File: src/rtl/mmio_io_responder_pkg.sv
// Shared I/O page map for the data bus: input-side responder registers, the existing
// HEX/LED write registers, KCTRL bit positions and a register-select decoder.
package mmio_io_responder_pkg;

    localparam logic [15:0] ADDR_KDATA = 16'hFFF0;
    localparam logic [15:0] ADDR_SDATA = 16'hFFF2;
    localparam logic [15:0] ADDR_KCTRL = 16'hFFF4;
    localparam logic [15:0] ADDR_TIMER = 16'hFFF6;
    localparam logic [15:0] ADDR_HEX   = 16'hFFF8;
    localparam logic [15:0] ADDR_LEDR  = 16'hFFFA;
    localparam logic [15:0] ADDR_LEDG  = 16'hFFFC;

    localparam int unsigned KCTRL_KFLAG_LSB = 0;
    localparam int unsigned KCTRL_TFLAG     = 4;
    localparam int unsigned KCTRL_KEN_LSB   = 8;
    localparam int unsigned KCTRL_TEN       = 12;

    typedef enum logic [2:0] {
        RegNone,
        RegKdata,
        RegSdata,
        RegKctrl,
        RegTimer
    } io_reg_e;

    function automatic io_reg_e io_decode(input logic [15:0] addr);
        io_reg_e sel;
        case (addr)
            ADDR_KDATA: sel = RegKdata;
            ADDR_SDATA: sel = RegSdata;
            ADDR_KCTRL: sel = RegKctrl;
            ADDR_TIMER: sel = RegTimer;
            default:    sel = RegNone;
        endcase
        return sel;
    endfunction

endpackage

File: src/rtl/io_debounce.sv
// Two-flop synchronizer plus sample-agreement debouncer; a bit's debounced value only
// follows the pad once two consecutive SAMPLE strobes see the same level.
module io_debounce #(
    parameter int unsigned WIDTH  = 1,
    parameter bit          INVERT = 1'b0
) (
    input  logic             clk_i,
    input  logic             rst_ni,
    input  logic [WIDTH-1:0] pad_i,
    input  logic             sample_i,
    output logic [WIDTH-1:0] deb_o
);

    logic [WIDTH-1:0] sync1_q, sync1_d;
    logic [WIDTH-1:0] sync2_q, sync2_d;
    logic [WIDTH-1:0] samp_q, samp_d;
    logic [WIDTH-1:0] deb_q, deb_d;
    logic [WIDTH-1:0] cur;
    logic [WIDTH-1:0] agree;

    always_comb begin
        sync1_d = pad_i;
        sync2_d = sync1_q;
        cur     = INVERT ? ~sync2_q : sync2_q;
        agree   = ~(cur ^ samp_q);
        samp_d  = samp_q;
        deb_d   = deb_q;
        if (sample_i) begin
            samp_d = cur;
            deb_d  = (agree & cur) | (~agree & deb_q);
        end
    end

    always_ff @(posedge clk_i or negedge rst_ni) begin
        if (!rst_ni) begin
            sync1_q <= '0;
            sync2_q <= '0;
            samp_q  <= '0;
            deb_q   <= '0;
        end else begin
            sync1_q <= sync1_d;
            sync2_q <= sync2_d;
            samp_q  <= samp_d;
            deb_q   <= deb_d;
        end
    end

    assign deb_o = deb_q;

endmodule

File: src/rtl/mmio_io_responder.sv
// Input side of the I/O page: debounced keys/switches, sticky press flags and a
// millisecond countdown timer, with a combinational read mux and a registered IRQ.
module mmio_io_responder
    import mmio_io_responder_pkg::*;
#(
    parameter int unsigned DBITS    = 16,
    parameter int unsigned DEB_TICK = 250000,
    parameter int unsigned TMR_TICK = 50000,
    parameter int unsigned KBITS    = 4,
    parameter int unsigned SBITS    = 10
) (
    input  logic             CLK,
    input  logic             RESET_N,
    input  logic [DBITS-1:0] ADDR,
    input  logic             WE,
    input  logic [DBITS-1:0] DIN,
    output logic [DBITS-1:0] DOUT,
    output logic             HIT,
    input  logic [KBITS-1:0] KEY_IN,
    input  logic [SBITS-1:0] SW_IN,
    output logic             IRQ
);

    localparam int unsigned DebW = (DEB_TICK > 1) ? $clog2(DEB_TICK) : 1;
    localparam int unsigned TmrW = (TMR_TICK > 1) ? $clog2(TMR_TICK) : 1;
    localparam logic [DebW-1:0] DebLast = DebW'(DEB_TICK - 1);
    localparam logic [TmrW-1:0] TmrLast = TmrW'(TMR_TICK - 1);

    logic [DebW-1:0]  deb_cnt_q, deb_cnt_d;
    logic [TmrW-1:0]  tmr_cnt_q, tmr_cnt_d;
    logic [DBITS-1:0] count_q, count_d;
    logic [KBITS-1:0] kflag_q, kflag_d;
    logic [KBITS-1:0] ken_q, ken_d;
    logic [KBITS-1:0] kprev_q, kprev_d;
    logic             tflag_q, tflag_d;
    logic             ten_q, ten_d;
    logic             irq_q, irq_d;

    logic             sample;
    logic             tmr_tick;
    logic             expire;
    logic [KBITS-1:0] kdeb;
    logic [SBITS-1:0] sdeb;
    logic [15:0]      kctrl_rd;
    io_reg_e          reg_sel;
    logic             we_kctrl;
    logic             we_timer;

    assign sample = (deb_cnt_q == DebLast);

    // Keys are active-low at the pad; inverted after synchronization so 1 = pressed.
    io_debounce #(
        .WIDTH (KBITS),
        .INVERT(1'b1)
    ) u_key_deb (
        .clk_i   (CLK),
        .rst_ni  (RESET_N),
        .pad_i   (KEY_IN),
        .sample_i(sample),
        .deb_o   (kdeb)
    );

    io_debounce #(
        .WIDTH (SBITS),
        .INVERT(1'b0)
    ) u_sw_deb (
        .clk_i   (CLK),
        .rst_ni  (RESET_N),
        .pad_i   (SW_IN),
        .sample_i(sample),
        .deb_o   (sdeb)
    );

    assign reg_sel  = io_decode(ADDR[15:0]);
    assign we_kctrl = WE && (reg_sel == RegKctrl);
    assign we_timer = WE && (reg_sel == RegTimer);
    assign tmr_tick = (tmr_cnt_q == TmrLast);

    always_comb begin
        deb_cnt_d = sample ? '0 : deb_cnt_q + DebW'(1);
        tmr_cnt_d = (we_timer || tmr_tick) ? '0 : tmr_cnt_q + TmrW'(1);

        count_d = count_q;
        expire  = 1'b0;
        if (we_timer) begin
            count_d = DIN;
        end else if (tmr_tick && (count_q != '0)) begin
            count_d = count_q - DBITS'(1);
            expire  = (count_q == DBITS'(1));
        end

        // Clear first, then set, so a press coinciding with a W1C write survives.
        kflag_d = kflag_q;
        tflag_d = tflag_q;
        ken_d   = ken_q;
        ten_d   = ten_q;
        if (we_kctrl) begin
            kflag_d = kflag_q & ~DIN[KCTRL_KFLAG_LSB +: KBITS];
            tflag_d = tflag_q & ~DIN[KCTRL_TFLAG];
            ken_d   = DIN[KCTRL_KEN_LSB +: KBITS];
            ten_d   = DIN[KCTRL_TEN];
        end
        kflag_d = kflag_d | (kdeb & ~kprev_q);
        tflag_d = tflag_d | expire;
        kprev_d = kdeb;

        irq_d = |({tflag_q, kflag_q} & {ten_q, ken_q});
    end

    always_ff @(posedge CLK or negedge RESET_N) begin
        if (!RESET_N) begin
            deb_cnt_q <= '0;
            tmr_cnt_q <= '0;
            count_q   <= '0;
            kflag_q   <= '0;
            ken_q     <= '0;
            kprev_q   <= '0;
            tflag_q   <= 1'b0;
            ten_q     <= 1'b0;
            irq_q     <= 1'b0;
        end else begin
            deb_cnt_q <= deb_cnt_d;
            tmr_cnt_q <= tmr_cnt_d;
            count_q   <= count_d;
            kflag_q   <= kflag_d;
            ken_q     <= ken_d;
            kprev_q   <= kprev_d;
            tflag_q   <= tflag_d;
            ten_q     <= ten_d;
            irq_q     <= irq_d;
        end
    end

    always_comb begin
        kctrl_rd                                = '0;
        kctrl_rd[KCTRL_KFLAG_LSB +: KBITS]      = kflag_q;
        kctrl_rd[KCTRL_TFLAG]                   = tflag_q;
        kctrl_rd[KCTRL_KEN_LSB +: KBITS]        = ken_q;
        kctrl_rd[KCTRL_TEN]                     = ten_q;
    end

    always_comb begin
        DOUT = '0;
        case (reg_sel)
            RegKdata: DOUT = DBITS'(kdeb);
            RegSdata: DOUT = DBITS'(sdeb);
            RegKctrl: DOUT = DBITS'(kctrl_rd);
            RegTimer: DOUT = count_q;
            default:  DOUT = '0;
        endcase
    end

    assign HIT = (reg_sel != RegNone);
    assign IRQ = irq_q;

endmodule

File: config.mk
export PLATFORM = sky130hd
export DESIGN_NAME = mmio_io_responder
export DESIGN_NICKNAME = d
export VERILOG_FILES = /design/src/rtl/mmio_io_responder_pkg.sv /design/src/rtl/io_debounce.sv /design/src/rtl/mmio_io_responder.sv
export SDC_FILE = /design/constraint.sdc
export NUM_CORES = 1
export LEC_CHECK = 0
export CORE_MARGIN = 2
export CORE_UTILIZATION = 40
export CTS_BUF_LIST = sky130_fd_sc_hd__clkbuf_4
export CTS_CLUSTER_DIAMETER = 50
export DETAILED_ROUTE_END_ITERATION = 10
export GPL_ROUTABILITY_DRIVEN = 0
export SYNTH_ARGS = -nofsm -noshare
export SYNTH_HDL_FRONTEND = slang
export SYNTH_SLANG_ARGS = --single-unit
File: constraint.sdc
create_clock -name CLK -period 6.6 [get_ports CLK]
set_clock_uncertainty 0.2 [all_clocks]
set_input_delay 0.66 -clock CLK [delete_from_list [all_inputs] [get_ports CLK]]
set_output_delay 0.66 -clock CLK [all_outputs]
set_load 0.01 [all_outputs]
==> summary.md <==
| Metric | Value |
|---|---|
| Fin. Hold Viols | 0 |
| Final setup vio count | 0 |
| Min Hold Slack | 0.156 ns |
| Largest cells by area after synthesis | dfrtp_1 57%, o21ai_0 4.6%, nor2_1 4.0% |
| WP data required | 5.74 ns |
| Global route overflow | 0 |
| Max-cap violations | 0 |
| Vias in the first global route | 3680 |
| Initial Utilization | about two fifths |
| Critical path fanouts, max | 9 |
| CTS root buffer | clkbuf_4 |
| Nets | 625 |
| Synthesized cell area | ~5300 um^2 |
| Post-cts resize count | 0 |
| HP Class | reg -> reg |
| Synth cell count leaders | 121 x dfrtp_1, 57 x nor2_1, 49 x o21ai_0 |
| Yosys warns | 0 |
| RR Startpoint | count_q[12] |
| Die width | 119 um |
| Port bufs | 66 |
| Slew Limit Fails | 0 |
| Met2 WL | 5310 um |
| Clk Latency, worst-skew pair | 0.52 ns |
| WL per Instance | around 14 um |
| Post-route cell area | 6490 um^2 |
| Final TNS setup | 0 ns |
| Clock slew at reported path FFs | 0.11 ns |
| Global-route wire length before repair | about 18000 um |
| Hold Crit Start | u_sw_deb.sync1_q[5] |
| Worst R2R Path Depth | 6 |
| Utilization after layout | 49.6% |
| RSZ-0062 raised after global routing | no |
| Final Critical Period | 3.79 ns |
| Layout area overhead | 22.5% |
| Clock tree buffer depth | 2 |
| Via count | approximately 3900 |
| FP Rows | 42 |
| Vias per Instance | 5.06 |
| WHS Path Cells | 0 |
| Largest area contributor in the netlist | dfrtp_1 |
| Post-synth top area share | 57.2% |
| H-tree depth | 4 |
| Worst Setup End Kind | output pin |
| Synth Register Bits | between 100 and 150 |
| Post-route DRC | 0 |
| DP Area | 6140 um^2 |
| LEAKAGE | roughly 2.7 nW |
| Post-synth EDFFs | 0 |
| Num Clock Sinks | 121 |
| DRT iter0 DRCs | 172 |
| Critical path class | in -> out |
| Highest metal used | met4 |
| CORE AREA | 13100 um^2 |
| Post-synth top flop | dfrtp_1 |
| FMAX | around 260 MHz |
| Cells after Synth | 500 |
| Worst slew margin | around 25% |
| FFs w/ async S/R, synth | 100% |
| Crit path DAT | approximately 2.9 ns |
| Post-synthesis cell type count | 48 |
| Final Power | 0.00146 W |
| DP HPWL | 7490 um |
| GRT Overall Usage | between 10% and 20% |
| CTS buffer count | 17 |
| Worst reg-to-reg setup slack | ~3.9 ns |
| DRT Wirelength | 11000 um |
| Die H | ~120 um |
| CTS tree | yes |
| Die area | 14200 um^2 |
| Most frequent cell after synthesis | dfrtp_1 |
| Largest net degree at the start of global routing | 74 |
| Initial antenna violation count | 1 |
| R2r endpoint | count_q[14] |
| Routed wl met3 | between 400 and 500 um |
| Post-synthesis sequential area ratio | a little under three fifths |
| Worst VDD drop | about 0.00014 V |
| DR pass1 iterations | 4 |
| Status | complete, no violations |
| Routed met1 length | ~5100 um |
| Layout cell share with drive strength beyond 1 | 10.4% |
| I/O pins | 67 |
| Avg Cell Area, Syn | 10.6 um^2 |
| Syn Nets | 553 |
| Antenna-violating nets left | 0 |
| Actual slew at the worst max-slew pin | 1.11 ns |
| PwrDens | 224 nW/um^2 |
| Period utilization | 57.4% |
| Hold EP | u_sw_deb.cur[5] |
| CP Launch Type | input pin |
logic make-up after synthesis:
family	synth area share [%]
buffers and inverters	2.86
flip-flops	57.2
multiplexers	4.54
XOR/XNOR	6.28
AND/OR/NAND/NOR	17.5
AO/OA/AOI/OAI	10.7
adder cells (fa/ha/maj)	0.945
worst max-delay path by stage:
stage / to / cells past startpoint / from
CTS: DOUT[7] / 7 / ADDR[14]
detailed placement: DOUT[7] / 7 / ADDR[14]
floorplan: DOUT[0] / 4 / ADDR[1]
global route: DOUT[7] / 7 / ADDR[8]
global placement: DOUT[5] / 7 / ADDR[15]
finish: DOUT[7] / 7 / ADDR[14]
cell usage in the layout, fill, tap and decap left out, types with 5 or more instances in the layout:
master,n
mux2i_1,6
clkbuf_4,19
o21ai_0,49
and3_1,7
xor2_1,15
xnor2_1,23
mux2_2,8
nand4_1,8
dfrtp_1,121
nor3_1,9
and4_1,5
a21oi_1,32
nor2_1,57
nand3_1,18
inv_1,23
clkdlybuf4s50_1,65
nand2_1,45
area by class of cell:
| type | count | area (um^2) |
|---|---|---|
| multi-input combinational | 339 | 2120 |
| timing repair buffer | 70 | 691 |
| inverter | 23 | 86.3 |
| sequential | 121 | 3030 |
| antenna | 1 | 2.50 |
| clock buffer | 19 | 143 |
| tap | 176 | 220 |
| fill | 1195 | 6600 |
| clock inverter | 13 | 194 |
critical path, stage by stage:
cell and delay, ns:
clkdlybuf4s50_1 0.45, and4_1 0.21, nand4_1 0.37, inv_1 0.34, nand2_1 0.16, nor2_1 0.18
clkdlybuf4s50_1 0.55
metrics by stage:
step                setup slack, ns  cells
floorplan                      3.75    500
global placement               2.82    728
detailed placement             2.75    728
CTS                            2.75    761
global route                   2.64    762
finish                         2.81    762
layer usage:
layer	vias up	GRT usage (%)
met5	-	0
met4	0	6.32
met3	12	4.02
met2	88	26.1
met1	1867	21.8
li1	1889	-
what timing repair did:
action	CTS	global route
hold buffers	1	0
endpoints found under the setup margin	0	0
setup buffers	0	0
hold endpoints to repair	48	0
report_power, final:
part | leakage, nW | switching [W] | total (W) | internal [W]
registers | 1.52 | 0.0000159 | 0.000774 | 0.000758
clock network | 0.178 | 0.000291 | 0.000605 | 0.000314
logic | 0.969 | 0.0000337 | 0.0000756 | 0.0000419
total | 2.67 | 0.000340 | 0.00146 | 0.00111
Note: power is estimated with default switching activity, not from simulation.
